$ cat src/rtl/hazard_sequencer.sv
// Front-end hazard sequencer: load-use stall, LDM immediate slot, flush and memory-busy freeze.
// Outputs are combinational from state and inputs; only state and stall_cnt are registered.
module hazard_sequencer #(
  parameter logic [5:0] LDM_OP = 6'b111111,
  parameter logic [5:0] NOT_OP = 6'b000100,
  parameter logic [5:0] ADD_OP = 6'b001011,
  parameter logic [5:0] STD_OP = 6'b000010
) (
  input  logic       clk,
  input  logic       rst,
  input  logic [5:0] opcode,
  input  logic [2:0] rs_addr,
  input  logic [2:0] rt_addr,
  input  logic [2:0] ex_rd_addr,
  input  logic       ex_mem_read,
  input  logic       flush_req,
  input  logic       mem_busy,
  input  logic       cnt_clr,
  output logic       pc_en,
  output logic       ifid_en,
  output logic       ifid_flush,
  output logic       idex_bubble,
  output logic       imm_sel,
  output logic [1:0] state,
  output logic [7:0] stall_cnt
);

  typedef enum logic [1:0] {
    RUN   = 2'b00,
    IMM   = 2'b01,
    STALL = 2'b10
  } state_t;

  state_t     state_q, state_d;
  logic [7:0] stall_cnt_q, stall_cnt_d;
  logic       uses_rs, uses_rt, hazard, stall_take;

  assign uses_rs = (opcode == NOT_OP) || (opcode == ADD_OP) || (opcode == STD_OP);
  assign uses_rt = (opcode == ADD_OP) || (opcode == STD_OP);
  assign hazard  = ex_mem_read &&
                   ((uses_rs && (rs_addr == ex_rd_addr)) || (uses_rt && (rt_addr == ex_rd_addr)));

  always_comb begin
    pc_en       = 1'b1;
    ifid_en     = 1'b1;
    ifid_flush  = 1'b0;
    idex_bubble = 1'b0;
    imm_sel     = 1'b0;
    state_d     = state_q;
    stall_take  = 1'b0;
    if (rst) begin
      // Reset outputs hold the front end with a NOP in flight, independent of the clock.
      pc_en       = 1'b0;
      ifid_en     = 1'b0;
      ifid_flush  = 1'b1;
      idex_bubble = 1'b1;
      state_d     = RUN;
    end else if (flush_req) begin
      ifid_flush  = 1'b1;
      idex_bubble = 1'b1;
      pc_en       = !mem_busy;
      state_d     = RUN;
    end else if (mem_busy) begin
      pc_en   = 1'b0;
      ifid_en = 1'b0;
    end else begin
      case (state_q)
        RUN: begin
          if (hazard) begin
            pc_en       = 1'b0;
            ifid_en     = 1'b0;
            idex_bubble = 1'b1;
            state_d     = STALL;
            stall_take  = 1'b1;
          end else if (opcode == LDM_OP) begin
            state_d = IMM;
          end
        end
        STALL: state_d = RUN;
        IMM: begin
          imm_sel     = 1'b1;
          idex_bubble = 1'b1;
          state_d     = RUN;
        end
        default: state_d = RUN;
      endcase
    end
  end

  always_comb begin
    stall_cnt_d = stall_cnt_q;
    if (cnt_clr) begin
      stall_cnt_d = 8'h00;
    end else if (stall_take && (stall_cnt_q != 8'hFF)) begin
      stall_cnt_d = stall_cnt_q + 8'h01;
    end
  end

  always_ff @(posedge clk or posedge rst) begin
    if (rst) begin
      state_q     <= RUN;
      stall_cnt_q <= 8'h00;
    end else begin
      state_q     <= state_d;
      stall_cnt_q <= stall_cnt_d;
    end
  end

  assign state     = state_q;
  assign stall_cnt = stall_cnt_q;

endmodule

$ cat config.mk
export PLATFORM = sky130hd
export DESIGN_NAME = hazard_sequencer
export DESIGN_NICKNAME = d
export VERILOG_FILES = /design/src/rtl/hazard_sequencer.sv
export SDC_FILE = /design/constraint.sdc
export NUM_CORES = 1
export LEC_CHECK = 0
export CORE_UTILIZATION = 25
export CTS_CLUSTER_DIAMETER = 100
export CTS_CLUSTER_SIZE = 14
export DETAILED_ROUTE_END_ITERATION = 10
export PLACE_DENSITY = 0.53
export SYNTH_ARGS = -nofsm -noshare
export SYNTH_HDL_FRONTEND = slang
export SYNTH_SLANG_ARGS = --single-unit
$ cat constraint.sdc
create_clock -name clk -period 2.7 [get_ports clk]
set_input_delay 0.27 -clock clk [delete_from_list [all_inputs] [get_ports clk]]
set_output_delay 0.27 -clock clk [all_outputs]
set_load 0.05 [all_outputs]
# Word level (Yosys, flattened, before mapping)
# Cells that the tools add are included.
# W data, S select, Z words.
# word_totals
wordCells	55
inputBits	21
out_inout_bits	15
reg_bits	10
# classes
muxes	30
reduce_logical	12
n_addsub	1
eq_ne	10
# op_table
cell	count
$mux W1	21
$mux W8	2
$mux W2	6
$add A8 B1 Y8 const B	1
$ne A8 B8 Y1 const B	1
$eq A3 B3 Y1	2
$eq A6 B2 Y1 const B	1
$eq A6 B3 Y1 const B	1
$eq A6 B4 Y1 const B	1
$eq A6 B6 Y1 const B	1
$ne A5 B5 Y1 const B	1
$logic_and A1 B1 Y1	4
$logic_or A1 B1 Y1	4
$ne A3 B3 Y1 const B	1
$eq A2 B1 Y1 const B	1
$logic_not A2 Y1	1
$pmux W1 S2	1
$reduce_and A2 Y1	1
$reduce_bool A2 Y1	1
$logic_not A1 Y1	1

# Longest topological paths before layout
# Gate-level depths: netlist (run 1).
# depth
depth_word	14
depth_mapped	6

# Least setup slack after synthesis (run 1)
# Ideal clock, no wire load.
# synth_timing
kind	in2out
start	input opcode[5]
end	output idex_bubble
stages	5
t_arrival_ps	2637
n_path_buf	0
setup_slack_ps	-207
path_cell_list	nor3b_1 o211ai_1 a21oi_1 nor2_1 o311ai_0
# synth_via
elab_chain_len	11
# synth_rtl
element	line_no	text
from (decl)	11	input logic [5:0] opcode,
$eq A6 B3 Y1 / $eq A6 B4 Y1 (equally long branches)	38, 39	
$logic_or A1 B1 Y1 (2 in a row)	38	assign uses_rs = (opcode == NOT_OP) || (opcode == ADD_OP) || (opcode == STD_OP);
$logic_and A1 B1 Y1	41	((uses_rs && (rs_addr == ex_rd_addr)) || (uses_rt && (rt_addr == ex_rd_addr)));
$logic_or A1 B1 Y1 *	41	
$logic_and A1 B1 Y1 *	40	assign hazard = ex_mem_read &&
$mux W1 *	69	if (hazard) begin
$pmux W1 S2 *	67	case (state_q)
$mux W1 *	63	end else if (mem_busy) begin
$mux W1 *	58	end else if (flush_req) begin
$mux W1 *	51	if (rst) begin
to (decl)	22	output logic idex_bubble,
# Mark *: on every way between the ends. The rest lies on a longest branch, timed or not.

# Final worst setup path (run 1)
# layout_timing
start	register state_q[1] (netlist: state[1])
end	register stall_cnt_q[7] (netlist: stall_cnt[7])
# layout_via
elab_chain_len	7
# layout_rtl
element	line_no	text
from (decl)	34	state_t state_q, state_d;
from (signal assigned)	104	state_q <= state_d;
$logic_not A2 Y1	67	
$mux W1	67	
$mux W1	63	
$mux W1	58	
$mux W1	51	
$logic_and A1 B1 Y1	94	end else if (stall_take && (stall_cnt_q != 8'hFF)) begin
$reduce_bool A2 Y1 (no line)	--	
to (signal assigned)	105	stall_cnt_q <= stall_cnt_d;
to (decl)	35	logic [7:0] stall_cnt_q, stall_cnt_d;
# No other way between the ends.
# A chain may end at the register's enable or synchronous reset.

==> results of run 1 <==
[through the flow]
stage	instances	area [µm²]	setup WS, ns	total power [mW]	hold WS (ns)
floorplan	82	729	0.345	0.192	0.126
global route	151	1150	0.300	0.394	0.453
CTS	151	1150	0.388	0.380	0.431
global placement	147	1110	0.214	0.241	0.574
finish	151	1150	0.406	0.376	0.403
detailed placement	147	1110	0.128	0.242	0.585
[area by class of cell]
cell class | count | area (µm²)
Sequential cell | 10 | 250
Inverter | 5 | 18.8
Clock buffer | 4 | 36.3
Timing Repair Buffer | 36 | 358
Multi-Input combinational cell | 65 | 445
Fill cell | 282 | 1610
Tap cell | 31 | 38.8
[kinds of logic (layout without fill, tap and decap cells)]
| family | count (synthesis) | count (layout) | share of synthesized area |
|---|---|---|---|
| DFF | 10 | 10 | 0.343 |
| and+or+nand+nor | 33 | 33 | 0.250 |
| xor gates and xnor gates | 9 | 9 | 0.108 |
| muxes | 2 | 2 | 0.0292 |
| buffers and inverters | 7 | 45 | 0.0463 |
| AOI/OAI and AO/OA | 20 | 20 | 0.206 |
| adders and majority gates | 1 | 1 | 0.0171 |
[routing by layer]
layer,up-vias,wire (µm),GRT usage
met1,344,969,0.171
met3,5,58,0.0256
li1,388,-,-
met5,-,0,0
met2,17,875,0.209
met4,0,32,0.0523
[worst max-delay path: cells and delay by family (launching register included)]
family          cells  cell delay, ns
simple gates        2            0.92
mux                 1            0.37
compound gates      2            0.44
flops               1            0.44
[power breakdown]
part / switching, mW / internal (mW) / total, mW
Combinational: 0.0434 / 0.0453 / 0.0887
Clock: 0.0559 / 0.0820 / 0.138
Sequential: 0.0000794 / 0.150 / 0.150
[Yosys cell counts]
cell / count / area share
or3_1: 2 / 0.017
nand4_1: 2 / 0.017
or4_1: 2 / 0.021
nor3b_1: 1 / 0.010
buf_1: 1 / 0.0051
o21ai_0: 2 / 0.014
buf_6: 1 / 0.015
nand3_1: 5 / 0.034
o2111ai_1: 1 / 0.012
nor2_1: 9 / 0.046
a211oi_1: 2 / 0.021
and4_2: 1 / 0.014
mux2_2: 1 / 0.015
mux2i_1: 1 / 0.014
o211ai_2: 1 / 0.017
o31ai_1: 2 / 0.021
o2111a_1: 1 / 0.015
nand2_1: 4 / 0.021
and4_1: 1 / 0.012
xor2_1: 3 / 0.036
xnor2_1: 6 / 0.072
o311ai_0: 1 / 0.012
a41oi_2: 1 / 0.022
ha_1: 1 / 0.017
inv_1: 5 / 0.026
dfrtp_1: 10 / 0.34
and3_1: 2 / 0.017
o211ai_1: 1 / 0.010
or4_4: 1 / 0.015
nor4_1: 2 / 0.017
a21oi_1: 6 / 0.041
o22ai_1: 1 / 0.0086
a221oi_1: 1 / 0.012
nor2b_1: 1 / 0.0086
[how the worst max path moves through the flow]
stage	endpoint	cells after the start
floorplan	stall_cnt[7]$_DFFE_PP0P_	6
global placement	stall_cnt[7]$_DFFE_PP0P_	6
detailed placement	stall_cnt[7]$_DFFE_PP0P_	6
CTS	stall_cnt[7]$_DFFE_PP0P_	5
global route	stall_cnt[7]$_DFFE_PP0P_	5
finish	stall_cnt[7]$_DFFE_PP0P_	5
[flip-flops by register name, indices dropped and copies added (netlist names)]
register   cells
stall_cnt      8
state          2
==> flow_summary.yaml, run 1 <==
global_routing:
  track_usage: 0.130
  grt_max_degree: 13
  grt_pass1_wl_um: 3260
  grt-ovfl-total: 0
  grt_pass1_vias: 710
  antenna_found_initial: 0
cts:
  numClockSinks: 10
  cts_resized: 0
  ctsHoldBuffers: 0
  clk_pin_slew_ns: 0.07
  root_buffer: "clkbuf_4"
  cts.path.max_buffers: 2
  insertion_delay_ns: 0.27
  cts_tree: "done"
  numCtsBuffers: 3
  post_cts_buffers: 0
  htree_levels: 1
detailed_routing:
  drtAntennaViolNets: 0
  vias_per_cell: 4.99
  wl_um: 1940
  vias: 754
  drtPass1Iterations: 4
  drtIter0Drc: 12
  wl_per_cell_um: 12.8
  drc: 0
timing:
  clock.fmax_mhz: 436
  worstMarginPinSlew_ns: 0.496
  finalClockSkew_ns: 0.00652
  tns_ns: 0
  rsz0062_at_grt: "no"
  min_period_ns: 2.29
  fin_crit_sh: 0.850
  finalSetupViolCount: 0
  hold_viol: 0
  report.final.slew_viol_count: 0
  relSlewSlack: 0.668
finish:
  insertedDiodeCount: 0
  final_nets: 143
  drive_above_1_share: 0.125
  fin_util: 0.416
  final_cell_mix: "clkdlybuf4s50_1 (30), dfrtp_1 (10), nor2_1 (9)"
  area_growth_pct: 57.3
  final_common_cell: "clkdlybuf4s50_1"
worst_setup_path:
  rrSetupSlack_ns: 0.41
  criticalPathCategory: "register to register"
  cpMaxStageDelayCell: "or4_4"
  r2r_start: "state[1]$_DFFE_PP0P_"
  rr_endpoint: "stall_cnt[7]$_DFFE_PP0P_"
  worst-r2r-cell-count: 5
  critPathArrivalTime_ns: 2.45
  critPathMaxStageDelay_ns: 0.57
  crit_path_start: "state[1]$_DFFE_PP0P_"
  path_max_fanout: 11
  critical_path.cell_chain: "or4_4, a41oi_2, o211ai_2, nor4_1, mux2_2"
  critPathCaptureType: "register"
  start_kind: "register"
  cp_data_required_time_ns: 2.85
logic_synthesis:
  synth_warnings: 0
  synth.avg_cell_area_um2: 8.90
  syn_nets: 104
  synthCells: 82
  synth_cell_types: 34
  synth_area_um2: 729
  synth-seq-area-share: 0.343
  synth-seq-cells: 10
die:
  die_x_um: 56.0
  initial_utilization: 0.265
  dieArea_mm2: 0.00314
  die_y_um: 56.0
  core-area_mm2: 0.00276
  io_pins: 36
  rows: 19
pwr:
  ir_worst_vdd_uv: 279
  power_leakage_nw: 0.447
  power_density_mw_per_mm2: 328
placement:
  gp_congestion: 0.747
  portBuffers: 35
  dp_hpwl_um: 1550
run_status:
  status: "complete, no violations"
worst_hold_path:
  worstHoldPathType: "primary input to async pin"
flow_run:
  cap_violations: 0
Note: power is estimated with default switching activity, not from simulation.
==> inputs of run 2 (changes only) <==
- clock period: 2.7 -> 2.3 ns (I/O delays scaled with it)
==> flow_summary.yaml, run 2 (synthesis gave the netlist of run 1 again) <==
run_status:
  status: "complete, no violations"
worst_hold_path:
  worstHoldPathType: "primary input to async pin"
detailed_routing:
  vias_per_cell: 5.04
  wl_um: 2060
  drc: 0
  drtIter0Drc: 12
  drtAntennaViolNets: 0
  vias: 792
  wl_per_cell_um: 13.1
  drtPass1Iterations: 4
global_routing:
  grt-ovfl-total: 0
  grt_max_degree: 10
  antenna_found_initial: 0
  grt_pass1_vias: 777
  grt_pass1_wl_um: 3530
  track_usage: 0.141
timing:
  finalSetupViolCount: 0
  clock.fmax_mhz: 469
  tns_ns: 0
  report.final.slew_viol_count: 0
  finalClockSkew_ns: 0.00143
  worstMarginPinSlew_ns: 0.495
  fin_crit_sh: 0.927
  hold_viol: 0
  fin_ws_ns: 0.167
  relSlewSlack: 0.669
  min_period_ns: 2.13
  rsz0062_at_grt: "no"
placement:
  dp_worst_setup_slack_ns: 0.0180
  gp_congestion: 0.794
  portBuffers: 35
  dp_hpwl_um: 1660
worst_setup_path:
  critPathCaptureType: "primary output"
  path_max_fanout: 5
  cp_data_required_time_ns: 2.07
  start_kind: "primary input"
  critPathArrivalTime_ns: 1.90
  criticalPathCategory: "primary input to primary output"
  worst-r2r-cell-count: 6
die:
  die_y_um: 56.0
  initial_utilization: 0.265
  die_x_um: 56.0
  rows: 19
  io_pins: 36
  dieArea_mm2: 0.00314
  core-area_mm2: 0.00276
finish:
  insertedDiodeCount: 0
  drive_above_1_share: 0.183
  fillerInstances: 271
  multi_input_area_um2: 453
  final_nets: 149
  area_growth_pct: 66.4
  seq_area_um2: 251
  final_common_cell: "clkdlybuf4s50_1"
  largest_register_ffs: 8
  final_cell_mix: "clkdlybuf4s50_1 (30), buf_4 (10), nor2_1 (9), dfrtp_1 (9)"
cts:
  clk_pin_slew_ns: 0.07
  cts.path.max_buffers: 2
  numCtsBuffers: 3
  cts_tree: "done"
  htree_levels: 1
  numClockSinks: 10
  root_buffer: "clkbuf_4"
  insertion_delay_ns: 0.26
pwr:
  p_clk_frac: 0.353
  power_density_mw_per_mm2: 364
  swShare: 0.254
  power_leakage_nw: 0.478
  p_switching_mw: 0.112
  seqPwrFrac: 0.398
  ir_worst_vdd_uv: 319
  combPwrFrac: 0.249
  internal_power_mw: 0.330
flow_run:
  cap_violations: 0
## run 2: worst paths after layout
path                                          startpoint  slack [ns]                  endpoint
worst max-delay path                           opcode[1]        0.17                   ifid_en
worst min-delay path                                 rst        0.32      state[0]$_DFFE_PP0P_
worst max register to register      state[1]$_DFFE_PP0P_        0.20  stall_cnt[3]$_DFFE_PP0P_
worst min register to register  stall_cnt[1]$_DFFE_PP0P_        0.59  stall_cnt[1]$_DFFE_PP0P_
max in group asynchronous                            rst        1.63      state[1]$_DFFE_PP0P_
min in group clk                stall_cnt[1]$_DFFE_PP0P_        0.59  stall_cnt[1]$_DFFE_PP0P_
## run 2: cell type report
class	count	share of cell area
clock buffers	4	0.0299
flip-flops and latches	10	0.207
repair buffers	42	0.342
multi-input cells	65	0.373
inverters	5	0.0155
well taps	31	0.0320
## run 2: timing repair
action / 4_1_cts / 5_1_grt
hold buffers: 0 / 0
setup endpoints to repair: 0 / 1
buffers inserted: 0 / 0
gates resized for setup: 0 / 1
## run 2: worst max-delay path, stage by stage
cell	delay, ns
clkdlybuf4s50_1	0.48
and3_1	0.21
o211ai_1	0.22
a211oi_1	0.08
buf_4	0.15
a221oi_1	0.27
buf_4	0.26
## run 2: through the flow
step	total power, mW	utilization	cells	area (µm²)	hold slack [ns]
final	0.442	0.440	157	1210	0.316
after global routing	0.468	0.440	157	1210	0.312
after CTS	0.449	0.437	157	1210	0.297
after detailed placement	0.289	0.424	153	1170	0.582
after global placement	0.288	0.424	153	1170	0.569
after floorplan	0.225	-	82	731	0.0863
## run 2: routing by layer
metal	share of wire	GRT usage	wire, µm
met5	0	0	0
met4	0	0.0314	0
met3	0.036	0.0442	75
met2	0.48	0.231	997
met1	0.48	0.180	987
## run 2: power by group through the flow
stage / combinational, mW / clock (mW) / sequential [mW]
finish: 0.110 / 0.156 / 0.176
global route: 0.119 / 0.174 / 0.176
CTS: 0.110 / 0.163 / 0.176
detailed placement: 0.109 / 0 / 0.179
global placement: 0.109 / 0 / 0.179
floorplan: 0.0457 / 0 / 0.180
==> inputs of run 3 (changes only) <==
- CORE_MARGIN: unset -> 1
==> results of run 3 <==
The final DEF is identical to that of run 2; final timing and power are the same.
==> RTL change 1, RTL diff (config.mk and constraints of run 1) <==
Make the reset (`rst`) synchronous in one clocked block.
--- a/src/rtl/hazard_sequencer.sv
+++ b/src/rtl/hazard_sequencer.sv
@@ -97,5 +97,5 @@
   end
 
-  always_ff @(posedge clk or posedge rst) begin
+  always_ff @(posedge clk) begin
     if (rst) begin
       state_q     <= RUN;
Check against the original RTL: differs if rst is asserted again (counterexample within 4 cycles, from zero or initial values and one cycle with rst high); with rst held inactive, the same outputs for 10 cycles.
==> RTL change 1 against run 1 <==
  * Setup slack worse by 0.23 ns
  * Hold slack gained 0.096 ns
  * Total power fell by 10%
  * Wire length is 1.2% higher
  * Sequential share of layout area is 3.8 points lower
  * Final area shrank 2.9%
  * Sequential cell count unchanged
  * Synthesized area is 1.9% lower
  * Die area fell by 1.8%
  * Critical path type is now input pin to primary output
  * Largest cell class unchanged
  * Largest power group unchanged
==> RTL change 1: results <==
metrics = {
    "outcome": {
        "status": "completed",
    },
    "power": {
        "p_clk_uw": 102,
        "ir_drop_mv": 0.167,
        "power_leakage_nw": 0.362,
        "p_comb_frac": 0.262,
        "power.internal_uw": 246,
    },
    "yosys": {
        "yosysWarnings": 0,
        "synth_nets": 109,
        "syn_area_per_cell_sq_um": 8.23,
        "synthTopCellsByArea": "dfxtp_1 28%, xnor2_1 9.8%, a21oi_1 7.0%",
        "synth_common_cells": "10 x a21oi_1, 10 x dfxtp_1, 8 x xnor2_1",
        "yosysUniqueCellTypes": 31,
        "async_flop_share": 0,
        "ys_seq_area_frac": 0.280,
        "synth_ff_type": "dfxtp_1",
    },
    "grt": {
        "grt_start_max_net_pins": 12,
        "grt_pass1_vias": 793,
        "grt_antenna_before_repair": 0,
        "grt_pass1_wl_um": 3480,
        "track_usage": 0.137,
        "overflow": 0,
    },
    "clock_tree": {
        "postCtsSetupRepairBufs": 0,
        "cts-root-buf": "clkbuf_4",
        "cts_made_buffers": 3,
        "h-tree-depth": 1,
        "cts_resized": 0,
        "cts_buffer_depth": 2,
        "insertion_delay_ns": 0.26,
        "clkTransAtPathRegs_ns": 0.07,
    },
    "timing": {
        "tightest_slew_ns": 0.498,
        "holdWs_ns": 0.499,
        "fin_crit_ns": 2.53,
        "skew_ns": 0.00454,
    },
    "cells_and_area": {
        "final_nets": 147,
        "drive_above_1_share": 0.114,
        "diodes": 0,
        "final_cells": 154,
        "largest_register_ffs": 8,
    },
    "drt": {
        "drtIter0Drc": 12,
        "vias": 813,
        "dr.pass1.iters": 5,
        "wl_per_cell_um": 12.7,
    },
    "worst_setup_path": {
        "arrival_ns": 2.26,
        "crit_slowest_cell": "clkdlybuf4s50_1",
        "ff2ff_setup_slack_ns": 0.64,
        "path_delay_family": "buffers and inverters",
        "path_max_fanout": 10,
        "slowest_delay_ns": 0.49,
    },
    "placed_design": {
        "gp_congestion": 0.777,
        "pre_cts_slack_ns": 0.180,
        "dp_hpwl_um": 1540,
        "numPortBuffers": 35,
    },
    "min_path": {
        "hold_path.class": "flop to flop",
    },
}
[RTL change 1: final cells by class]
cell class              count  area, sq um
inverters                   2         7.51
repair buffers             36          363
flip-flops and latches     10          200
fillers                   285         1620
clock buffers               3         22.5
multi-input cells          72          482
well taps                  31         38.8
[RTL change 1: logic make-up (layout without fill, tap and decap cells)]
logic type	after synthesis	count (layout)	share of synthesized area
xor gates and xnor gates	8	8	0.0979
buffers and inverters	5	41	0.0472
and+or+nand+nor	40	40	0.337
adders and majority gates	1	1	0.0175
AOI/OAI and AO/OA	23	23	0.220
DFF	10	10	0.280
[RTL change 1: path summary, 6_finish.rpt]
| kind | end | depth (start not counted) | start |
|---|---|---|---|
| hold / removal | state[1] | 2 | state[1] |
| hold reg to reg | state[1] | 2 | state[1] |
| setup / recovery | ifid_en | 7 | opcode[2] |
| setup reg to reg | stall_cnt[4] | 6 | stall_cnt[0] |
[RTL change 1: metal layers]
layer	GRT usage	wire (um)	share of wire
met5	0	0	0
met3	0.0398	132	0.067
met2	0.219	892	0.46
met4	0.0357	12	0.0061
met1	0.182	922	0.47
[RTL change 1: worst register-to-register path: cells and delay by family (launching register included)]
| kind | cells | cell delay (ns) |
|---|---|---|
| simple gates | 3 | 0.89 |
| fa+ha+maj | 1 | 0.22 |
| compound gates | 2 | 0.53 |
| flops | 1 | 0.35 |
[RTL change 1: through the flow]
stage,power [mW],instance area [sq um]
2_1_floorplan,0.192,716
3_3_place_gp,0.238,1090
3_5_place_dp,0.240,1090
4_1_cts,0.346,1110
5_1_grt,0.356,1110
6_report,0.339,1110
==> RTL change 2, RTL diff (settings of run 1) <==
Made on the original files. Put one more register stage on the output `stall_cnt`, without a reset. The value now appears one clock later. The other outputs are not delayed to match. Comments in the files are not updated.
--- a/src/rtl/hazard_sequencer.sv
+++ b/src/rtl/hazard_sequencer.sv
@@ -108,5 +108,7 @@
 
   assign state     = state_q;
-  assign stall_cnt = stall_cnt_q;
+  always_ff @(posedge clk) begin
+    stall_cnt <= stall_cnt_q;
+  end
 
 endmodule
Behaviour: not the same (a bounded check fails within 4 cycles, from zero or initial values and one cycle with rst high).
==> RTL change 2 against run 1 <==
  * Die area up 20%
  * Non-clock buffer count stayed put
  * Sequential cell count is 8 higher
  * Utilization shrank 2.2 points
  * Total power increased by 38%
  * Wire length rose by 11%
  * Register-to-register slack better by 0.20 ns
  * Synthesized area grew 21%
  * Final area rose by 15%
  * Clock skew rose by 0.00086 ns
  * Setup slack worse by 0.070 ns
  * First-iteration DRC count rose by 67%
  * Sequential share of layout area is 9.2 points higher
  * Critical path type is now input pin to primary output
  * Critical endpoint is now ifid_en
==> RTL change 2: results <==
metrics = {
    "outcome": {
        "status": "completed",
    },
    "placed_design": {
        "gp_congestion": 0.741,
        "place_inst": 170,
        "placed_area_sq_mm": 0.00129,
    },
    "grt": {
        "track_usage": 0.128,
    },
    "yosys": {
        "synthTopCellsByArea": "dfrtp_1 28%, dfxtp_1 18%, a21oi_1 5.1%",
        "synth_nets": 113,
        "synth-compound-area-share": 0.186,
        "syn_area_per_cell_sq_um": 9.69,
    },
    "worst_setup_path": {
        "path_max_fanout": 2,
        "reg2reg_to": "stall_cnt_q[1]",
        "arrival_ns": 2.09,
        "slowest_delay_ns": 0.45,
        "r2r_start": "stall_cnt_q[0]",
        "critPathLaunch": "ex_rd_addr[2]",
        "ff2ff_setup_slack_ns": 0.61,
    },
    "timing": {
        "skew_ns": 0.00739,
        "holdWs_ns": 0.334,
        "fin_crit_sh": 0.876,
        "maxSlewHeadroom": 0.330,
    },
    "drt": {
        "routed_wl_um": 2150,
        "drt-vias-per-instance": 4.74,
        "drtIter0Drc": 20,
    },
    "power": {
        "power_leakage_nw": 0.506,
    },
    "cells_and_area": {
        "final_cells": 174,
    },
}
## RTL change 2: cell types whose count changed after synthesis, moves of 2 or more
cell / change
nor2_1: -3
a211oi_1: -2
nor4_1: -2
o31ai_1: +4
dfxtp_1: +8
or4_1: +4
a21oi_1: +3
nor3_1: +2
xnor2_1: -2
o21ai_0: +2
## RTL change 2: per-layer routing
layer	part of all wire	GRT usage	vias to the layer above
li1	-	-	414
met1	0.46	0.163	398
met2	0.51	0.210	10
met3	0.020	0.0441	2
met4	0.0079	0.0286	0
met5	0	0	-
## RTL change 2: layout make-up
type	instances	area [sq um]
well taps	46	57.6
fillers	362	2040
inverters	4	15.0
multi-input cells	66	442
clock buffers	4	36.3
flip-flops and latches	18	410
repair buffers	36	363
## RTL change 2: power by group
| group | internal, mW | switching, mW |
|---|---|---|
| clock network | 0.0821 | 0.0812 |
| registers | 0.268 | 0.0000941 |
| logic | 0.0436 | 0.0431 |
